`config.mk`:
```
export PLATFORM = sky130hd
export DESIGN_NAME = cache_write_buffer
export DESIGN_NICKNAME = d
export VERILOG_FILES = /design/src/rtl/cache_write_buffer.sv
export SDC_FILE = /design/constraint.sdc
export NUM_CORES = 1
export LEC_CHECK = 0
export ABC_CLOCK_PERIOD_IN_PS = 3850
export BUFFER_PORTS_ARGS = -buffer_cell sky130_fd_sc_hd__buf_2
export CORE_UTILIZATION = 25
export DETAILED_ROUTE_END_ITERATION = 10
export PLACE_DENSITY = 0.44
export SYNTH_ARGS = -nofsm -noshare
export SYNTH_HDL_FRONTEND = slang
export SYNTH_SLANG_ARGS = --single-unit
```
`constraint.sdc`:
```
create_clock -name clk -period 3.85 [get_ports clk]
set_input_delay 0.77 -clock clk [delete_from_list [all_inputs] [get_ports clk]]
set_output_delay 0.77 -clock clk [all_outputs]
set_load 0.03 [all_outputs]
```
`src/rtl/cache_write_buffer.sv`:
```
// cache_write_buffer: posted-write buffer between a cache memory-side master and main memory.
//
// Cache writebacks are queued in a DEPTH-entry FIFO and acknowledged without waiting on memory.
// The FIFO then drains in order on the memory master port. A cache read passes through to
// memory only once the FIFO is empty, which keeps write-then-read ordering intact.
//
// Optional build macro WBUF_FWD_EN:
//   A read whose address matches a pending entry is answered from the newest matching entry
//   (1-cycle latency, no memory read). Without it, every read waits for empty and goes to memory.
//
// Ports:
//   clk, reset            clock; synchronous active-low reset
//   avs_s0_*              slave port facing the cache (address/read/write/writedata/readdata/
//                         waitrequest)
//   avm_m0_*              master port facing memory (address/read/write/writedata/readdata/
//                         waitrequest)
//   wbuf_count            number of occupied FIFO entries
module cache_write_buffer #(
  parameter int unsigned DEPTH  = 4,
  parameter int unsigned ADDR_W = 28,
  parameter int unsigned DATA_W = 32
) (
  input  logic                   clk,
  input  logic                   reset,
  input  logic [ADDR_W-1:0]      avs_s0_address,
  input  logic                   avs_s0_read,
  input  logic                   avs_s0_write,
  input  logic [DATA_W-1:0]      avs_s0_writedata,
  output logic [DATA_W-1:0]      avs_s0_readdata,
  output logic                   avs_s0_waitrequest,
  output logic [ADDR_W-1:0]      avm_m0_address,
  output logic                   avm_m0_read,
  output logic                   avm_m0_write,
  output logic [DATA_W-1:0]      avm_m0_writedata,
  input  logic [DATA_W-1:0]      avm_m0_readdata,
  input  logic                   avm_m0_waitrequest,
  output logic [$clog2(DEPTH):0] wbuf_count
);

  localparam int unsigned PtrW = $clog2(DEPTH);
  localparam int unsigned CntW = PtrW + 1;

  localparam logic [1:0] StIdle = 2'd0;
  localparam logic [1:0] StRead = 2'd1;
  localparam logic [1:0] StResp = 2'd2;

  logic [ADDR_W-1:0] addr_mem [DEPTH];
  logic [DATA_W-1:0] data_mem [DEPTH];

  logic [PtrW-1:0]   wr_ptr_q, wr_ptr_d;
  logic [PtrW-1:0]   rd_ptr_q, rd_ptr_d;
  logic [CntW-1:0]   count_q, count_d;
  logic [1:0]        state_q, state_d;
  logic [ADDR_W-1:0] rd_addr_q, rd_addr_d;
  logic [DATA_W-1:0] rd_data_q, rd_data_d;

  logic              full, empty, rd_req, push, drain, pop;
  logic              fwd_hit;
  logic [DATA_W-1:0] fwd_data;

  assign full   = (count_q == CntW'(DEPTH));
  assign empty  = (count_q == '0);
  // A simultaneous write wins; the read stays stalled.
  assign rd_req = avs_s0_read & ~avs_s0_write;
  assign push   = reset & (state_q == StIdle) & avs_s0_write & ~full;
  // READ is only ever entered with an empty FIFO, so draining continues through RESP.
  assign drain  = reset & (state_q != StRead) & ~empty;
  assign pop    = drain & ~avm_m0_waitrequest;

`ifdef WBUF_FWD_EN
  logic [PtrW-1:0] fwd_idx;

  // Scan oldest to newest so the last match left standing is the newest entry.
  always_comb begin
    fwd_hit  = 1'b0;
    fwd_data = '0;
    fwd_idx  = '0;
    for (int unsigned i = 0; i < DEPTH; i++) begin
      fwd_idx = rd_ptr_q + PtrW'(i);
      if ((CntW'(i) < count_q) && (addr_mem[fwd_idx] == avs_s0_address)) begin
        fwd_hit  = 1'b1;
        fwd_data = data_mem[fwd_idx];
      end
    end
  end
`else
  assign fwd_hit  = 1'b0;
  assign fwd_data = '0;
`endif

  always_comb begin
    wr_ptr_d  = wr_ptr_q;
    rd_ptr_d  = rd_ptr_q;
    count_d   = count_q;
    state_d   = state_q;
    rd_addr_d = rd_addr_q;
    rd_data_d = rd_data_q;

    if (push) wr_ptr_d = wr_ptr_q + 1'b1;
    if (pop)  rd_ptr_d = rd_ptr_q + 1'b1;
    count_d = count_q + {{(CntW-1){1'b0}}, push} - {{(CntW-1){1'b0}}, pop};

    case (state_q)
      StIdle: begin
        if (rd_req) begin
          if (fwd_hit) begin
            rd_data_d = fwd_data;
            state_d   = StResp;
          end else if (empty) begin
            rd_addr_d = avs_s0_address;
            state_d   = StRead;
          end
        end
      end
      StRead: begin
        if (!avm_m0_waitrequest) begin
          rd_data_d = avm_m0_readdata;
          state_d   = StResp;
        end
      end
      StResp:  state_d = StIdle;
      default: state_d = StIdle;
    endcase
  end

  always_ff @(posedge clk) begin
    if (!reset) begin
      wr_ptr_q  <= '0;
      rd_ptr_q  <= '0;
      count_q   <= '0;
      state_q   <= StIdle;
      rd_addr_q <= '0;
      rd_data_q <= '0;
    end else begin
      wr_ptr_q  <= wr_ptr_d;
      rd_ptr_q  <= rd_ptr_d;
      count_q   <= count_d;
      state_q   <= state_d;
      rd_addr_q <= rd_addr_d;
      rd_data_q <= rd_data_d;
    end
  end

  // Storage needs no reset: an entry is only visible while count covers it.
  always_ff @(posedge clk) begin
    if (push) begin
      addr_mem[wr_ptr_q] <= avs_s0_address;
      data_mem[wr_ptr_q] <= avs_s0_writedata;
    end
  end

  // Outputs are forced to their idle values while reset is held, whatever the state holds.
  always_comb begin
    avs_s0_waitrequest = 1'b1;
    avs_s0_readdata    = '0;
    avm_m0_read        = 1'b0;
    avm_m0_write       = 1'b0;
    avm_m0_address     = '0;
    avm_m0_writedata   = '0;
    wbuf_count         = '0;
    if (reset) begin
      wbuf_count         = count_q;
      avs_s0_readdata    = rd_data_q;
      avs_s0_waitrequest = ~(push | (state_q == StResp));
      if (state_q == StRead) begin
        avm_m0_read    = 1'b1;
        avm_m0_address = rd_addr_q;
      end else if (drain) begin
        avm_m0_write     = 1'b1;
        avm_m0_address   = addr_mem[rd_ptr_q];
        avm_m0_writedata = data_mem[rd_ptr_q];
      end
    end
  end

endmodule

```
==> results of run 1 <==
## synthesized netlist by cell type (2+ instances only)
cell type / count
or3_1: 2
a2bb2oi_1: 32
buf_1: 3
a22o_1: 28
buf_6: 2
dfxtp_1: 71
nor2_1: 4
ha_1: 6
and2_1: 36
mux4_2: 60
buf_2: 14
nor2b_1: 2
o21ai_0: 11
nand3_1: 30
inv_2: 2
edfxtp_1: 240
nand2b_1: 4
o21ai_1: 20
and3_1: 4
inv_1: 38
a21oi_1: 32
o31ai_1: 2
clkbuf_1: 26
buf_4: 6
nand2_1: 32
## final timing paths
path / to / slack [ps] / cells after the start
worst max-delay path: avm_m0_writedata[9] / 500 / 4
worst min-delay path: data_mem[0][22] / 440 / 1
worst max register to register: count_q[2] / 1530 / 10
worst min register to register: rd_data_q[11] / 460 / 2
## registers in the layout, summed over array words and instances, names as in the netlist, named ones only
name,count
addr_mem,112
count_q,3
data_mem,128
rd_addr_q,28
rd_data_q,32
rd_ptr_q,2
state_q,2
wr_ptr_q,2
## final cells by class
cell class | instances | area, µm² | share of cell area
clock buffer | 50 | 1040 | 0.0689
clock inverter | 17 | 161 | 0.0107
inverter | 40 | 150 | 0.00997
sequential | 311 | 8640 | 0.573
antenna | 1 | 2.50 | 0.000166
timing repair buffer | 221 | 1260 | 0.0837
multi-input combinational | 319 | 3040 | 0.202
tap | 615 | 769 | 0.0511
## worst reg2reg max path, stage by stage, from the launching register on
cell and delay, ps:
dfxtp_1 530, nor3_4 80, or3_1 400, nor2_1 120, ha_1 230, inv_1 60, ha_1 130, inv_1 50
fa_1 400, xnor2_1 160, nor2_1 50
## layer usage
layer	GRT usage	vias up	wire (µm)
li1	-	3209	-
met1	0.167	3435	13600
met5	0	-	51
met4	0.0350	8	569
met3	0.0412	50	2260
met2	0.191	244	13600
## metrics by stage
| step | cells | power [mW] | setup slack (ps) |
|---|---|---|---|
| floorplan | 721 | 5.16 | 763 |
| global placement | 1506 | 5.80 | 715 |
| detailed placement | 1506 | 5.81 | 663 |
| CTS | 1573 | 9.30 | 406 |
| global route | 1573 | 9.55 | 331 |
| finish | 1574 | 9.12 | 499 |
## power breakdown
group          internal (mW)  switching (mW)
Clock                   2.09            1.34
Sequential              3.81           0.126
Combinational          0.631            1.12
Total                   6.54            2.58
## logic make-up after synthesis
kind of cell               count (synthesis)
buffers and inverters                     91
xor gates and xnor gates                   2
AOI/OAI and AO/OA                        127
DFF                                      311
and+or+nand+nor                          123
adders and majority gates                  7
muxes                                     60
==> results.cfg, run 1 <==
[yosys]
netlist_area_mm2 = 0.0120
yosys-mux-area-fraction = 0.112
ys_seq_area_frac = 0.717
synth_ff_type = edfxtp_1
avgSynthCellArea_um2 = 16.7
async_flop_share = 0
synth_edf_count = 240
ys_warn_count = 0
synth_cell_types = 39
synth_cells = 721
synth-simple-area-share = 0.0557
synth_top_family_by_area = multiplexers
synth_nets = 825
synthXorXnorAreaFrac = 0.00146
yosysTopAreaCellShare = 0.599
synth_compound_area_frac = 0.0727
ys_ff_latch = 311
synth_area_leaders = edfxtp_1 60%, dfxtp_1 12%, mux4_2 11%, a2bb2oi_1 2.3%, a22o_1 2.0%
synth_top_area_cell = edfxtp_1
synth_fa_ha_area_frac = 0.00790

[clock_network]
numCtsBuffers = 38
holdBufCountCts = 0
post_cts.repair.setup_buffers = 0
cts_resized = 0
clk_latency_ps = 540
root_buffer = clkbuf_16
cts.clk_slew.worst_paths_ps = 60
cts_buffer_depth = 3
cts_tree = built
cts_sinks = 311
htreeDepth = 2

[layout]
layout-drive-gt1-share = 0.360
mostFrequentLayoutCells = 240 x edfxtp_1, 194 x buf_2, 69 x dfxtp_1
final_common_cell = edfxtp_1
fin_nets = 1035
syn_to_final_growth_pct = 25.2
fillers = 4745
fin_area_mm2 = 0.0151
final_util = 0.316

[placed_design]
hpwl_mm = 18.7
gp_congestion = 0.680
placed_area_mm2 = 0.0139
io_buffers = 194

[sta]
finalHoldViolations = 0
setup_viol = 0
worstMarginPinSlew_ps = 907
slew-limit-headroom = 0.395
rsz0062_at_grt = no
whs_ps = 444
finalClockSkew_ps = 28.7
fin_crit_sh = 0.870
period_minus_slack_ps = 3350
fmax_mhz = 298
slew_viol_final = 0
fin_setup_tns_ps = 0

[critical_path]
critical_path.max_fanout = 26
setup.worst_path.class = flip-flop to primary output
crit_path_max_incr_delay_ps = 780
crit_required_ps = 3080
critical_path.cell_chain = buf_4 > mux4_2 > and2_1 > buf_2
crit_family = flip-flops
cp-start-kind = flip-flop
path_buf_inv = 2
r2r_start = count_q[1]
crit_slowest_cell = dfxtp_4
crit_path_end_kind = primary output
cp_data_arrival_time_ps = 2580

[detailed_routing]
wirelength_mm = 30.1
vias = 6946
vias_per_cell = 4.41
drc = 0
firstDrtPassIters = 7
antenna_left = 0
wl_per_cell_um = 19.1
drtIter0Drc = 364

[hold_path]
hp-class = input port to flip-flop
hp-start = avs_s0_writedata[22]

[floorplanning]
dieArea_mm2 = 0.0490
row_count = 80
ios = 195
die_w_um = 221
fp.dieH_um = 221
initial_core_util = 0.253
core_area_mm2 = 0.0476

[global_route]
overflow = 0
grt_pass1_vias = 7158
grt_start_max_net_pins = 44
grt_usage = 0.124
grt_pass1_wl_mm = 45.9
antenna_found_initial = 4

[job]
drv_cap = 0

[power_and_ir_drop]
p_per_area_mw_per_mm2 = 606
ir_drop_uv = 339
p_leak_nw = 5.66

[run_status]
status = completed
(Power assumes the default switching activity.)
==> inputs of run 2 (changes only) <==
- CTS_BUF_LIST: default -> sky130_fd_sc_hd__clkbuf_8
- CTS_CLUSTER_SIZE: default -> 25
- PLACE_DENSITY: 0.44 -> default
==> run 2 against run 1 <==
Cell area decreased by 1.1%; first-iteration DRC count is the same; routed wire length shrank 0.10%; setup slack better by 28 ps; critical path type unchanged; core utilization shrank 0.35 points; sequential power about the same; largest power group unchanged; sequential cell count unchanged.
==> results.cfg, run 2 (same netlist as run 1, synthesis figures left out) <==
[run_status]
status = completed

[placed_design]
pre_cts_ws_ps = 880
hpwl_mm = 17.9
gp_congestion = 0.706
io_buffers = 194

[global_route]
grt_start_max_net_pins = 62
grt_usage = 0.123
grt_pass1_vias = 7335
antenna_found_initial = 2
grtUsageMet1 = 0.170
grt_pass1_wl_mm = 45.1
grtUsageMet3 = 0.0320
busiest_layer = met2
overflow = 0
met2_usage = 0.184

[sta]
slew-limit-headroom = 0.169
fin_setup_tns_ps = 0
slew_viol_final = 0
worstMarginPinSlew_ps = 1250
rsz0062_at_grt = no
period_minus_slack_ps = 3320
finalHoldViolations = 0
fmax_mhz = 301
setup_viol = 0
fin_crit_sh = 0.863
finalClockSkew_ps = 39.3
setup_ws_ps = 527

[layout]
largest_register_ff_count = 128
fin_nets = 1048
n_antenna_cell = 0
largest_register = data_mem
final_common_cell = edfxtp_1
top_regs = data_mem x128, addr_mem x112, rd_data_q x32
final_util = 0.313
fillers = 4722
syn_to_final_growth_pct = 23.8
mostFrequentLayoutCells = 240 x edfxtp_1, 194 x buf_2, 69 x dfxtp_1
layout-drive-gt1-share = 0.374

[job]
drv_cap = 0

[critical_path]
cp-start-kind = flip-flop
r2r-end = rd_data_q[22]
cp_data_arrival_time_ps = 2550
rrSetupSlack_ps = 1400
critical_path.cell_chain = buf_4 > mux4_2 > a22o_1 > buf_2
crit_slowest_cell = dfxtp_4
r2r_start = state_q[0]
path_buf_inv = 2
crit_path_max_incr_delay_ps = 620
crit_required_ps = 3080
critical_path.max_fanout = 17
crit_family = flip-flops
crit_path_end_kind = primary output
setup.worst_path.class = flip-flop to primary output
r2r.worst_path.cells = 4

[clock_network]
root_buffer = clkbuf_8
holdBufCountCts = 0
cts_resized = 0
clk_latency_ps = 610
cts_tree = built
cts.clk_slew.worst_paths_ps = 70
cts_sinks = 311
numCtsBuffers = 55
post_cts.repair.setup_buffers = 0
cts_buffer_depth = 3
htreeDepth = 2

[power_and_ir_drop]
p_per_area_mw_per_mm2 = 577
p_leak_nw = 5.65
ir_drop_uv = 313

[hold_path]
min_path_cells = 1
hp-start = avs_s0_address[0]
holdPathEnd = addr_mem[2][0]
hp-class = input port to flip-flop

[floorplanning]
fp.dieH_um = 221
dieArea_mm2 = 0.0490
die_w_um = 221
ios = 195
core_area_mm2 = 0.0476
initial_core_util = 0.253
row_count = 80

[detailed_routing]
vias = 7092
vias_per_cell = 4.42
drc = 0
firstDrtPassIters = 4
wirelength_mm = 30.0
wl_per_cell_um = 18.7
antenna_left = 0
drtIter0Drc = 364
-- run 2: cell count changes in the layout (fill, tap and decap cells not counted), moves of 2 or more --
cell | previous run | this run
buf_4 | 20 | 16
inv_1 | 38 | 51
clkbuf_1 | 9 | 0
clkinv_2 | 3 | 10
inv_6 | 2 | 0
bufinv_16 | 3 | 0
clkbuf_16 | 39 | 0
clkinvlp_4 | 0 | 4
clkbuf_8 | 2 | 65
-- run 2: layout make-up --
| type | count | area [µm²] | share of cell area |
|---|---|---|---|
| multi-input combinational | 319 | 3040 | 0.204 |
| tap | 615 | 769 | 0.0517 |
| inverter | 40 | 150 | 0.0101 |
| timing repair buffer | 217 | 1230 | 0.0827 |
| clock buffer | 65 | 895 | 0.0601 |
| clock inverter | 37 | 171 | 0.0115 |
| sequential | 311 | 8640 | 0.580 |
-- run 2: worst max-delay path by stage --
stage | slack [ps] | start | cells past startpoint | end
after floorplan | 760 | reset | 3 | addr_mem[0][0]
after global placement | 890 | reset | 7 | avm_m0_address[12]
after detailed placement | 880 | reset | 7 | avm_m0_address[12]
after CTS | 350 | flip-flop | 4 | avm_m0_address[13]
after global routing | 300 | flip-flop | 4 | avm_m0_address[13]
final | 530 | flip-flop | 4 | avm_m0_address[3]
-- run 2: metal layers --
metal	vias up	wire [µm]
met5	-	13
met4	2	702
met3	42	2010
met2	258	13200
met1	3534	14100
li1	3256	-
-- run 2: report_power, final --
group	internal [mW]	total (mW)	switching, mW
Combinational	0.625	1.78	1.15
Sequential	3.81	3.93	0.114
Clock	1.54	2.89	1.35
Total	5.98	8.60	2.62
-- run 2: metrics by stage --
stage	area (µm²)	std cells	power, mW	hold slack, ps
4_1_cts	14900	1604	8.76	305
6_report	14900	1604	8.60	389
3_3_place_gp	13800	1502	5.79	445
5_1_grt	14900	1604	9.01	334
2_1_floorplan	12000	721	5.16	427
3_5_place_dp	13800	1502	5.81	442
